`src/rtl/shift_ctrl_pkg.sv`:
```
// Shared types and defaults for the shift/load controller.
// FSM state encoding and the default word width.
package shift_ctrl_pkg;

  localparam int DEFAULT_WIDTH = 8;

  typedef enum logic [1:0] {
    IDLE  = 2'd0,
    SHIFT = 2'd1,
    DONE  = 2'd2
  } state_t;

endpackage

```
`src/rtl/shift_load_ctrl.sv`:
```
// Serializes a parallel word into an external shift register and reads it back.
// Define SHIFT_LOAD_CTRL_CHECK_EN to build the readback mismatch check.
module shift_load_ctrl
  import shift_ctrl_pkg::*;
#(
  parameter int WIDTH     = DEFAULT_WIDTH,
  parameter int MSB_FIRST = 1
) (
  input  logic             clk,
  input  logic             reset,
  input  logic [WIDTH-1:0] in_data,
  input  logic             in_valid,
  output logic             in_ready,
  output logic             sr_data,
  output logic             sr_shift_enable,
  input  logic [WIDTH-1:0] sr_stored_data,
  output logic [WIDTH-1:0] out_data,
  output logic             out_valid,
  input  logic             out_ready,
  output logic             busy,
  output logic             mismatch
);

  localparam int CW = $clog2(WIDTH);
  localparam logic [CW-1:0] LAST = CW'(WIDTH - 1);

  state_t state_q, state_d;
  logic [CW-1:0] bit_cnt;
  logic [CW-1:0] idx;
  logic [WIDTH-1:0] word_q;
  logic accept;

  assign accept = in_valid && in_ready;

  always_ff @(posedge clk) begin
    if (reset) begin
      state_q <= IDLE;
      bit_cnt <= '0;
      word_q  <= '0;
    end else begin
      state_q <= state_d;
      if (accept) begin
        word_q  <= in_data;
        bit_cnt <= '0;
      end else if (state_q == SHIFT && bit_cnt != LAST) begin
        bit_cnt <= bit_cnt + 1'b1;
      end
    end
  end

  always_comb begin
    state_d         = state_q;
    in_ready        = 1'b0;
    busy            = 1'b1;
    sr_shift_enable = 1'b0;
    sr_data         = 1'b0;
    out_valid       = 1'b0;
    out_data        = '0;
    idx             = (MSB_FIRST != 0) ? (LAST - bit_cnt) : bit_cnt;
    unique case (state_q)
      IDLE: begin
        in_ready = 1'b1;
        busy     = 1'b0;
        if (in_valid) state_d = SHIFT;
      end
      SHIFT: begin
        sr_shift_enable = 1'b1;
        sr_data         = word_q[idx];
        if (bit_cnt == LAST) state_d = DONE;
      end
      DONE: begin
        out_valid = 1'b1;
        out_data  = sr_stored_data;
        if (out_ready) state_d = IDLE;
      end
      default: state_d = IDLE;
    endcase
  end

`ifdef SHIFT_LOAD_CTRL_CHECK_EN
  // LSB-first leaves bit 0 of the word at the far end of the register.
  logic [WIDTH-1:0] word_rev;
  logic [WIDTH-1:0] expect_q;

  for (genvar i = 0; i < WIDTH; i++) begin : g_rev
    assign word_rev[i] = word_q[WIDTH-1-i];
  end

  assign expect_q = (MSB_FIRST != 0) ? word_q : word_rev;
  assign mismatch = (state_q == DONE) && (sr_stored_data != expect_q);
`else
  assign mismatch = 1'b0;
`endif

endmodule
```
`config.mk`:
```
export PLATFORM = sky130hd
export DESIGN_NAME = shift_load_ctrl
export DESIGN_NICKNAME = d
export VERILOG_FILES = /design/src/rtl/shift_ctrl_pkg.sv /design/src/rtl/shift_load_ctrl.sv
export SDC_FILE = /design/constraint.sdc
export NUM_CORES = 1
export LEC_CHECK = 0
export ABC_AREA = 1
export CAP_MARGIN = 10
export CORE_UTILIZATION = 35
export DETAILED_ROUTE_END_ITERATION = 7
export MAX_ROUTING_LAYER = met4
export PLACE_DENSITY = 0.82
export SETUP_SLACK_MARGIN = 0.4
export SLEW_MARGIN = 15
export SYNTH_ARGS = -nofsm -noshare
export SYNTH_HDL_FRONTEND = slang
export SYNTH_SLANG_ARGS = --single-unit
```
`constraint.sdc`:
```
create_clock -name clk -period 1.35 [get_ports clk]
set_clock_uncertainty 0.2 [all_clocks]
set_input_delay 0.405 -clock clk [delete_from_list [all_inputs] [get_ports clk]]
set_output_delay 0.405 -clock clk [all_outputs]
set_load 0.1 [all_outputs]
```
==> out/metrics.sh, run 1 <==
YOSYS.CELL_TYPES.COUNT=17
SYN_AREA_SQ_UM=687
HOLD_FIX_BUFFERS_AT_CTS=0
DIE_H_UM=46.3
PLACE_INST=184
CLK_ROOT_BUFFER_CELL='clkbuf_4'
CTS_SINKS=13
DETAILEDPLACEMENTHPWL_UM=1560
HTREEDEPTH=1
SYNTH.AVG_CELL_AREA_SQ_UM=6.73
SYNTHESIS.YOSYS.WARNINGS=0
RUN.STOP_ERROR='[ERROR DPL-0033] detailed placement checks failed during check placement.'
GP_CONGESTION=0.868
PORTBUFFERS=32
INITIAL_CORE_UTILIZATION=0.385
PIN_COUNT=34
MAX-CLOCK-PATH-BUFFERS=2
PLACEMENT.SETUP.WORST_SLACK_PS=-485
SYN-INSTANCE-COUNT=102
SYNTH_NETS=124
LAST-STAGE-REACHED='clock tree synthesis'
YOSYS_REGISTER_BITS=13
CORE.ROWCOUNT=15
TRITONCTS.NUM_BUFFERS=3
OUTCOME='aborted with a tool error'
YS_SEQ_AREA_FRAC=0.379
POSTCTSSETUPBUFFERS=5
DIE_WIDTH_UM=46.3
POST_CTS_GATE_RESIZE_COUNT=54
## synth_stat cells (all sizes together)
cell type  instances  share of area
conb               1         0.0055
nand3              9          0.066
nand2             16          0.098
dfxtp             13           0.38
inv               24           0.13
buf                2          0.027
or2                1         0.0091
nor2              13          0.089
ha                 2          0.036
a21oi             13           0.10
o21ai              8          0.058
## through the flow
step                      utilization  TNS [ps]  instance area (sq um)
after global placement          0.829     -7370                   1480
after detailed placement        0.829     -7930                   1480
after floorplan                     -    -13670                    817
## logic make-up after synthesis
| logic type | share of synthesized area |
|---|---|
| adders and majority gates | 0.0364 |
| and+or+nand+nor | 0.262 |
| other | 0.00546 |
| buffers and inverters | 0.158 |
| DFF | 0.379 |
| AOI/OAI and AO/OA | 0.158 |
==> run 2, diff against run 1 <==
--- a/config.mk
+++ b/config.mk
@@ -7,11 +7,10 @@
 export LEC_CHECK = 0
 export ABC_AREA = 1
 export CAP_MARGIN = 10
-export CORE_UTILIZATION = 35
+export CORE_AREA = 2 2 63 65
 export DETAILED_ROUTE_END_ITERATION = 7
-export MAX_ROUTING_LAYER = met4
-export PLACE_DENSITY = 0.82
-export SETUP_SLACK_MARGIN = 0.4
+export DIE_AREA = 0 0 65 67
+export PLACE_DENSITY_LB_ADDON = 0.15
 export SLEW_MARGIN = 15
 export SYNTH_ARGS = -nofsm -noshare
 export SYNTH_HDL_FRONTEND = slang
==> constraint.sdc (replaced) <==
create_clock -name clk -period 1.76 [get_ports clk]
set_clock_uncertainty 0.2 [all_clocks]
set_input_delay 0.528 -clock clk [delete_from_list [all_inputs] [get_ports clk]]
set_output_delay 0.528 -clock clk [all_outputs]
set_load 0.1 [all_outputs]
==> run 2 against run 1 <==
Compared with the run above: synthesized area did not move; synthesized cell count did not move; the flow now finishes, with violations (setup timing).
==> out/metrics.sh, run 2 <==
MOSTFREQUENTLAYOUTCELLS='13 x buf_12, 12 x nor2_4, 12 x inv_1, 12 x a21oi_1'
REPORT.FINAL.SETUP_VIOL=13
YOSYS.CELL_TYPES.COUNT=17
SYNTH_ENABLE_FLOP_CELLS=0
INITIAL_CORE_UTILIZATION=0.190
TIMING.FMAX_MHz=495
SYNTHESIS.YOSYS.WARNINGS=0
ROUTEDWLPERCELL_UM=9.65
UNREPAIRED_SETUP_ENDPOINTS_AFTER_GLOBAL_ROUTING='yes'
CTS.CLK_SLEW.WORST_PATHS_PS=50
SYN-INSTANCE-COUNT=102
PORTBUFFERS=32
DRT_PRE_ANTENNA_ITERS=2
DRTANTENNAVIOLNETS=0
GRT_ANTENNA_BEFORE_REPAIR=0
MOST_FLOP_HEAVY_REGISTER='word_q'
GRT_UTIL_ALL_LAYERS=0.0971
DIE_H_UM=67
CLOCKPOWERSHARE=0.311
SHARE_COMB_OF_TOTAL_POWER=0.310
INSERTEDDIODECOUNT=0
SYNTH_AREA_LEADER_CELL='dfxtp_1'
NUMBER_OF_GLOBAL_ROUTE_VIAS_BEFORE_REPAIR=719
VDD_IR_DROP_MAX_V=0.000481
POST_SYNTH_ARST_SHARE=0
WORSTPATHMAXFANOUT=3
FIN_NETS=174
REG_TOP3='word_q: 8 flops, bit_cnt: 3 flops, state_q: 2 flops'
SYNTH_COMPOUND_GATE_AREA_SHARE=0.158
RR_WORST_DEPTH=8
HOLD_FIX_BUFFERS_AT_CTS=0
TNS_PS=-2360
INITIALDRTVIOLATIONCOUNT=4
SYN_AREA_SQ_UM=687
GP_CONGESTION=0.774
DIE_AREA_SQ_UM=4360
HOLDCRITPATHCLASS='reg -> reg'
CAP_VIOLATIONS=0
FINAL_COMMON_CELL='buf_12'
YOSYS_REGISTER_BITS=13
SYNTH.AVG_CELL_AREA_SQ_UM=6.73
NUMBER_OF_STAGES_ON_THE_WORST_HOLD_PATH=2
SYNTH_ADDER_AREA_SHARE=0.0364
LAYOUT_WORST_PATH_CYCLE_SHARE=1.15
WORST_EP_REQUIRED_PS=1030
DR_VIAS_CELL=3.89
OUTCOME='finished with violations'
PIN_COUNT=34
DRIVE_GT1_FRAC=0.457
END_KIND='output port'
CRITICAL_PATH_CLASS='reg -> out'
SYNTHTOPCELLSBYCOUNT='22 x inv_1, 15 x nand2_1, 13 x dfxtp_1, 12 x a21oi_1, 10 x nor2_1'
MAIN_COMBINATIONAL_CELL_FAMILY_BY_AREA_AFTER_SYNTHESIS='simple AND/OR/NAND/NOR gates'
SYNTH_NETS=124
TOTAL_NET_SWITCHING_POWER_uW=263
LARGEST_REGISTER_FFS=8
INTERNAL_POWER_uW=585
WORST_SKEW_PAIR.LATE_LATENCY_PS=240
TOTAL_LEAKAGE_POWER_nW=0.620
MOST_NUMEROUS_CELL_IN_THE_YOSYS_NETLIST='inv_1'
POST-ROUTE-UTIL=0.412
FINALNONFILLERCELLS=199
YOSYSTOPAREACELLSHARE=0.379
SYNTH_SIMPLE_GATE_AREA_SHARE=0.262
WIRELENGTH_UM=1920
GRT_MAX_DEGREE=19
CLK_ROOT_BUFFER_CELL='clkbuf_8'
DRCVIOLATIONCOUNT=0
FINAL_CRITICAL_PATH_SETUP_SLACK_PS=-259
SYNTH.AREA.TOP_CELLS='dfxtp_1 38%, inv_1 12%, a21oi_1 8.7%'
SW_FRAC_OF_TOTAL=0.310
DIE_WIDTH_UM=65
SYNTHFLOPTYPE='dfxtp_1'
FINAL_HOLD_VIOL_COUNT=0
VIOLATIONS_IN_THE_FINAL_REPORTS='setup timing'
SEQUENTIALPOWERSHARE=0.380
COREAREA_SQ_UM=3610
GRT_PASS1_WL_UM=3150
CRITPATHARRIVALTIME_PS=1290
ROUTE.VIAS.TOTAL=775
TRITONCTS='done'
SYNTHXORXNORAREAFRAC=0
AREAGROWTHSYNTHTOFINISH_PCT=116
POST_SYNTH_MUX_AREA_SHARE=0
TRITONCTS.NUM_BUFFERS=3
DETAILEDPLACEMENTHPWL_UM=1450
SETUP.WORST_PATH.START_CLASS='flop'
POWER.DENSITY_CELL_AREA_nW_PER_UM2=571
FIN_HOLD_WS_PS=252
CORE.ROWCOUNT=22
CTS_SINKS=13
PLACE_INST=187
POWER_uW=848
YS_SEQ_AREA_FRAC=0.379
MAX-CLOCK-PATH-BUFFERS=2
OVERFLOW=0
TIMING.FINAL.MAX_SLEW_VIOLATIONS=0
FINAL_MIN_PERIOD_PS=2020
HTREEDEPTH=1
## run 2: cell counts after synthesis
No cell type changed its count.
## run 2: logic make-up after synthesis
kind of cell               count (synthesis)
and+or+nand+nor                           39
buffers and inverters                     26
AOI/OAI and AO/OA                         21
DFF                                       13
adders and majority gates                  2
other                                      1
## run 2: cell type report
class	count	area [sq um]
Multi-Input combinational cell	63	433
Timing Repair inverter	1	6.26
Inverter	24	104
Tap cell	48	60.1
Timing Repair Buffer	46	564
Clock buffer	4	45.0
Sequential cell	13	273
Fill cell	381	2120
## run 2: power by group through the flow
| stage | Combinational, mW | Sequential [mW] | Clock, mW |
|---|---|---|---|
| global route | 0.283 | 0.324 | 0.287 |
| floorplan | 0.144 | 0.328 | 0 |
| global placement | 0.242 | 0.328 | 0 |
| detailed placement | 0.244 | 0.328 | 0 |
| finish | 0.263 | 0.322 | 0.263 |
| CTS | 0.250 | 0.322 | 0.269 |
## run 2: critical path: stages (launching register included)
cell and delay (ps):
dfxtp_4 360, buf_6 130, nand2_4 50, nand3_2 60, nand3_2 80, nand2_2 60
nor2_4 140, buf_12 180
## run 2: worst paths after layout
check	startpoint	to	slack, ps
min	word_q[6]$_SDFFE_PP0P_	word_q[6]$_SDFFE_PP0P_	250
max reg2reg	bit_cnt[0]$_SDFFE_PP0P_	bit_cnt[1]$_SDFFE_PP0P_	110
max	bit_cnt[0]$_SDFFE_PP0P_	sr_data	-260
min reg2reg	word_q[6]$_SDFFE_PP0P_	word_q[6]$_SDFFE_PP0P_	250
## run 2: repair_timing
item	CTS	global route
setup buffers	2	5
pin swaps	19	12
gates cloned	0	1
gates resized for setup	29	7
endpoints found under the setup margin	12	14
## run 2: layer usage
metal | routed length (um) | GRT usage | part of all wire | vias up
met3 | 81 | 0.0321 | 0.042 | 4
li1 | - | - | - | 411
met2 | 1070 | 0.171 | 0.56 | 13
met5 | 0 | 0 | 0 | -
met4 | 31 | 0.0479 | 0.016 | 0
met1 | 737 | 0.104 | 0.38 | 347
## run 2: per-stage QoR
stage          setup slack (ps)  area (sq um)
3_5_place_dp               -320          1330
5_1_grt                    -332          1490
2_1_floorplan              -631           783
3_3_place_gp               -306          1330
4_1_cts                    -242          1420
6_report                   -259          1490
(Power assumes the default switching activity.)
==> run 3, diff against run 2 <==
--- a/config.mk
+++ b/config.mk
@@ -10,7 +10,7 @@
 export CORE_AREA = 2 2 63 65
 export DETAILED_ROUTE_END_ITERATION = 7
 export DIE_AREA = 0 0 65 67
-export PLACE_DENSITY_LB_ADDON = 0.15
+export PLACE_DENSITY = 0.53
 export SLEW_MARGIN = 15
 export SYNTH_ARGS = -nofsm -noshare
 export SYNTH_HDL_FRONTEND = slang
==> run 3 against run 2 <==
Compared with the run above: the run still ends with setup timing left; utilization decreased by 0.80 points; sequential share of layout area increased by 0.36 points; via count increased by 1.8%; flip-flop and latch count unchanged; global-route usage decreased by 0.75 points; first-iteration DRC count increased by 75%; critical path depth unchanged; fmax increased by 0.39%; register-to-register slack about the same; critical endpoint unchanged; largest cell class unchanged; largest power group unchanged.
==> out/metrics.sh, run 3 (synthesis results as in run 2) <==
OVERFLOW=0
PLACEMENT.SETUP.WORST_SLACK_PS=-328
FIN_HOLD_WS_PS=254
HOLDCRITPATHCLASS='reg -> reg'
CRITICAL_PATH.SLOWEST_CELL='dfxtp_4'
RR_WORST_DEPTH=8
WORST_EP_REQUIRED_PS=1030
VIOLATIONS_IN_THE_FINAL_REPORTS='setup timing'
GRT_PASS1_WL_UM=3020
CRITPATHARRIVALTIME_PS=1280
REPORT.FINAL.SETUP_VIOL=13
COREAREA_SQ_UM=3610
ROUTEDWLPERCELL_UM=9.52
DIE_WIDTH_UM=65
POWER.DENSITY_CELL_AREA_nW_PER_UM2=579
R2R-END='bit_cnt[0]$_SDFFE_PP0P_'
HP-START='word_q[7]$_SDFFE_PP0P_'
TIMING.FMAX_MHz=497
FINAL_COMMON_CELL='buf_12'
PIN_COUNT=34
INITIAL_CORE_UTILIZATION=0.190
CRITICAL_PATH.REG2REG.STARTPOINT='bit_cnt[0]$_SDFFE_PP0P_'
TRITONCTS='done'
DIE_AREA_SQ_UM=4360
INITIALDRTVIOLATIONCOUNT=7
GRT_ANTENNA_BEFORE_REPAIR=0
TOTAL_LEAKAGE_POWER_nW=0.596
DRTANTENNAVIOLNETS=0
FINAL_HOLD_VIOL_COUNT=0
CRITICAL_PATH_CLASS='reg -> out'
LARGEST_REGISTER_FFS=8
OUTCOME='finished with violations'
HTREEDEPTH=1
WORSTPATHCELLLIST='buf_6, nand2_2, nand3_2, nand3_2, nand2_2, nor2_4, buf_12'
CORE.ROWCOUNT=22
HOLDPATHEND='word_q[7]$_SDFFE_PP0P_'
UNREPAIRED_SETUP_ENDPOINTS_AFTER_GLOBAL_ROUTING='yes'
ROUTE.VIAS.TOTAL=789
GRT_MAX_DEGREE=19
GP_CONGESTION=0.770
TIMING.FINAL.MAX_SLEW_VIOLATIONS=0
FINAL_MIN_PERIOD_PS=2010
DETAILEDPLACEMENTHPWL_UM=1490
HOLD_FIX_BUFFERS_AT_CTS=0
MOSTFREQUENTLAYOUTCELLS='13 x buf_12, 12 x nor2_4, 12 x a21oi_1'
MOST_FLOP_HEAVY_REGISTER='word_q'
INSERTEDDIODECOUNT=0
DR_VIAS_CELL=4.03
SETUP.WORST_PATH.START_CLASS='flop'
CAP_VIOLATIONS=0
DRIVE_GT1_FRAC=0.453
CTS_SINKS=13
WORSTPATHMAXFANOUT=5
MAX-CLOCK-PATH-BUFFERS=2
FINAL_CRITICAL_PATH_SETUP_SLACK_PS=-251
POST-ROUTE-UTIL=0.404
FIN_NETS=171
MAX_STAGE_DELAY_PS=370
CTS.CLK_SLEW.WORST_PATHS_PS=50
WORST_SKEW_PAIR.LATE_LATENCY_PS=240
NUMBER_OF_STAGES_ON_THE_WORST_HOLD_PATH=2
GRT_UTIL_ALL_LAYERS=0.0896
CLK_ROOT_BUFFER_CELL='clkbuf_8'
END_KIND='output port'
VDD_IR_DROP_MAX_V=0.000611
DRT_PRE_ANTENNA_ITERS=4
DRCVIOLATIONCOUNT=0
TRITONCTS.NUM_BUFFERS=3
PORTBUFFERS=32
TNS_PS=-2150
LAYOUT_WORST_PATH_CYCLE_SHARE=1.14
AREAGROWTHSYNTHTOFINISH_PCT=112
POWER_uW=843
DIE_H_UM=67
NUMBER_OF_GLOBAL_ROUTE_VIAS_BEFORE_REPAIR=762
REG_TOP3='word_q: 8 flops, bit_cnt: 3 flops, state_q: 2 flops'
FF2FF_SETUP_SLACK_PS=120
WIRELENGTH_UM=1870
[run 3: per-stage QoR]
stage | instance area, sq um | cells
after detailed placement | 1340 | 189
final | 1460 | 196
after global routing | 1460 | 196
after floorplan | 783 | 102
after global placement | 1340 | 189
after CTS | 1450 | 195
[run 3: critical path, delay by kind of cell (launching register included)]
family        cells  cell delay, ps
flops             1             370
simple gates      5             380
buf+inv           2             300
[run 3: where the power goes]
part | leakage [nW] | switching (mW) | internal [mW] | total [mW]
Sequential | 0.110 | 0.0112 | 0.312 | 0.323
Clock | 0.0228 | 0.105 | 0.160 | 0.265
Combinational | 0.464 | 0.145 | 0.110 | 0.255
[run 3: final cells by class]
cell class                      instances  area (sq um)
Inverter                               24           106
Multi-Input combinational cell         63           423
Clock buffer                            4          45.0
Sequential cell                        13           273
Tap cell                               48          60.1
Timing Repair Buffer                   44           549
Fill cell                             383          2150
[run 3: worst max-delay path by stage]
| stage | startpoint | slack, ps | end | cells after the start |
|---|---|---|---|---|
| detailed placement | sr_stored_data[3] | -330 | out_data[3] | 4 |
| CTS | bit_cnt[0]$_SDFFE_PP0P_ | -240 | sr_data | 7 |
| global placement | sr_stored_data[3] | -310 | out_data[3] | 4 |
| finish | bit_cnt[0]$_SDFFE_PP0P_ | -250 | sr_data | 7 |
| floorplan | state_q[1]$_SDFFE_PP0P_ | -630 | out_data[0] | 4 |
| global route | bit_cnt[0]$_SDFFE_PP0P_ | -300 | sr_data | 7 |
[run 3: timing repair]
item,4_1_cts,5_1_grt
pin swaps,20,4
gates cloned,0,0
buffers inserted,2,2
gates resized for setup,34,3
setup endpoints to repair,13,16
[run 3: per-layer routing]
layer  GRT usage  vias up  wire length [um]
li1            -      403                 -
met1      0.0802      356               694
met2       0.184       28               992
met3      0.0236        2               150
met4      0.0399        0                27
met5           0        -                 0
==> run 4, diff against run 3 <==
--- a/config.mk
+++ b/config.mk
@@ -7,10 +7,13 @@
 export LEC_CHECK = 0
 export ABC_AREA = 1
 export CAP_MARGIN = 10
-export CORE_AREA = 2 2 63 65
+export CELL_PAD_IN_SITES_DETAIL_PLACEMENT = 1
+export CELL_PAD_IN_SITES_GLOBAL_PLACEMENT = 2
+export CORE_UTILIZATION = 19
 export DETAILED_ROUTE_END_ITERATION = 7
-export DIE_AREA = 0 0 65 67
-export PLACE_DENSITY = 0.53
+export HOLD_SLACK_MARGIN = 0.02
+export MAX_ROUTING_LAYER = met4
+export PLACE_DENSITY = 0.85
 export SLEW_MARGIN = 15
 export SYNTH_ARGS = -nofsm -noshare
 export SYNTH_HDL_FRONTEND = slang
==> run 4 against run 3 <==
Compared with the run above: the run still ends with setup timing left; first-iteration DRC count increased by 130%; wire length increased by 25%; global-route usage increased by 4.5 points; die area decreased by 11%.
==> out/metrics.sh, run 4 (synthesis results as in run 2) <==
NUMBER_OF_GLOBAL_ROUTE_VIAS_BEFORE_REPAIR=851
FINAL_CRITICAL_PATH_SETUP_SLACK_PS=-308
WIRELENGTH_UM=2320
DR_VIAS_CELL=4.02
DIE_H_UM=62.1
MOST_FLOP_HEAVY_REGISTER='word_q'
REG_TOP3='word_q: 8 flops, bit_cnt: 3 flops, state_q: 2 flops'
CTS.CLK_SLEW.WORST_PATHS_PS=80
REPORT.FINAL.SETUP_VIOL=13
GRT_MAX_DEGREE=19
FIN_HOLD_WS_PS=262
CRITICAL_PATH.SLOWEST_CELL='dfxtp_4'
SHARE_COMB_OF_TOTAL_POWER=0.346
VIOLATIONS_IN_THE_FINAL_REPORTS='setup timing'
TNS_PS=-2890
LARGEST_REGISTER_FFS=8
DIE_WIDTH_UM=62.1
POWER.DENSITY_CELL_AREA_nW_PER_UM2=533
SETUP.WORST_PATH.START_CLASS='flop'
DRT_PRE_ANTENNA_ITERS=4
INTERNAL_POWER_uW=515
CORE.ROWCOUNT=21
GLOBAL_ROUTE.USAGE.MET1=0.153
ROUTE.VIAS.TOTAL=792
WORST_SKEW_PAIR.LATE_LATENCY_PS=270
POWER_uW=784
GRT_ANTENNA_BEFORE_REPAIR=0
GRT_UTIL_MET3=0.0221
DETAILEDPLACEMENTHPWL_UM=1700
MAX_STAGE_DELAY_PS=380
CLOCKPOWERSHARE=0.241
UNREPAIRED_SETUP_ENDPOINTS_AFTER_GLOBAL_ROUTING='yes'
PIN_COUNT=34
LAYOUT_WORST_PATH_CYCLE_SHARE=1.17
CRITICAL_PATH_CLASS='reg -> out'
USE_MET2=0.238
HOLDCRITPATHCLASS='reg -> reg'
VDD_IR_DROP_MAX_V=0.000212
INITIALDRTVIOLATIONCOUNT=16
CAP_VIOLATIONS=0
FINAL_MIN_PERIOD_PS=2070
GRT_UTIL_ALL_LAYERS=0.134
DRIVE_GT1_FRAC=0.477
RR_WORST_DEPTH=7
PORTBUFFERS=32
CRITPATHARRIVALTIME_PS=1340
TOTAL_NET_SWITCHING_POWER_uW=269
COREAREA_SQ_UM=3390
WORSTPATHMAXFANOUT=4
GRT_PASS1_WL_UM=3970
NUMBER_OF_STAGES_ON_THE_WORST_HOLD_PATH=2
TOTAL_LEAKAGE_POWER_nW=0.607
SEQUENTIALPOWERSHARE=0.413
ROUTEDWLPERCELL_UM=11.8
WORSTPATHCELLLIST='buf_6, nand2_2, nand3_1, nand2_2, nor2_4, nor2_4, buf_12'
TIMING.FINAL.MAX_SLEW_VIOLATIONS=0
INSERTEDDIODECOUNT=0
TIMING.FMAX_MHz=484
WORST_EP_REQUIRED_PS=1030
INITIAL_CORE_UTILIZATION=0.203
MAX-CLOCK-PATH-BUFFERS=2
TRITONCTS='done'
CLK_ROOT_BUFFER_CELL='clkbuf_4'
OUTCOME='finished with violations'
MOSTFREQUENTLAYOUTCELLS='13 x nor2_4, 13 x buf_12, 12 x a21oi_1'
HTREEDEPTH=1
CTS_SINKS=13
AREAGROWTHSYNTHTOFINISH_PCT=114
DIE_AREA_SQ_UM=3860
FIN_NETS=174
GP_CONGESTION=0.776
DRTANTENNAVIOLNETS=0
POST-ROUTE-UTIL=0.434
END_KIND='output port'
FINAL_HOLD_VIOL_COUNT=0
HOLD_FIX_BUFFERS_AT_CTS=0
SW_FRAC_OF_TOTAL=0.343
TRITONCTS.NUM_BUFFERS=3
OVERFLOW=0
GR_BUSIEST_METAL='met2'
DRCVIOLATIONCOUNT=0
==> run 4: layout make-up <==
| type | count | area [sq um] |
|---|---|---|
| Clock buffer | 4 | 26.3 |
| Fill cell | 397 | 1920 |
| Inverter | 24 | 104 |
| Multi-Input combinational cell | 63 | 433 |
| Sequential cell | 13 | 273 |
| Tap cell | 46 | 57.6 |
| Timing Repair Buffer | 46 | 572 |
| Timing Repair inverter | 1 | 6.26 |
==> run 4: per-layer routing <==
| layer | vias to the layer above | wire length [um] |
|---|---|---|
| li1 | 408 | - |
| met1 | 370 | 968 |
| met2 | 12 | 1290 |
| met3 | 2 | 39 |
| met4 | 0 | 21 |
| met5 | - | 0 |
==> run 4: worst max-delay path: cells and delay by family (launching register included) <==
family	cells	cell delay [ps]
buffers and inverters	2	300
flip-flops	1	380
AND/OR/NAND/NOR	5	380
==> run 4: per-stage QoR <==
stage	instances	setup slack, ps	cell area [sq um]
global placement	185	-304	1330
global route	197	-372	1470
floorplan	102	-631	783
CTS	196	-301	1450
finish	197	-308	1470
detailed placement	185	-354	1330
==> run 4: power groups by stage <==
stage,clock [mW],combinational [mW],sequential [mW]
floorplan,0,0.144,0.328
global placement,0,0.240,0.328
detailed placement,0,0.245,0.329
CTS,0.198,0.267,0.324
global route,0.215,0.290,0.326
finish,0.189,0.271,0.324
==> run 4: final timing paths <==
path,startpoint,to,slack (ps)
worst max-delay path,bit_cnt[0]$_SDFFE_PP0P_,sr_data,-310
worst min-delay path,word_q[3]$_SDFFE_PP0P_,word_q[3]$_SDFFE_PP0P_,260
worst max register to register,bit_cnt[0]$_SDFFE_PP0P_,bit_cnt[0]$_SDFFE_PP0P_,100
worst min register to register,word_q[3]$_SDFFE_PP0P_,word_q[3]$_SDFFE_PP0P_,260
==> run 4: timing repair <==
item | 4_1_cts | 5_1_grt
resized for setup | 38 | 4
setup endpoints to repair | 13 | 15
pin swaps | 21 | 6
cloned | 1 | 0
buffers inserted | 6 | 2
endpoints found under the hold margin | 0 | 0
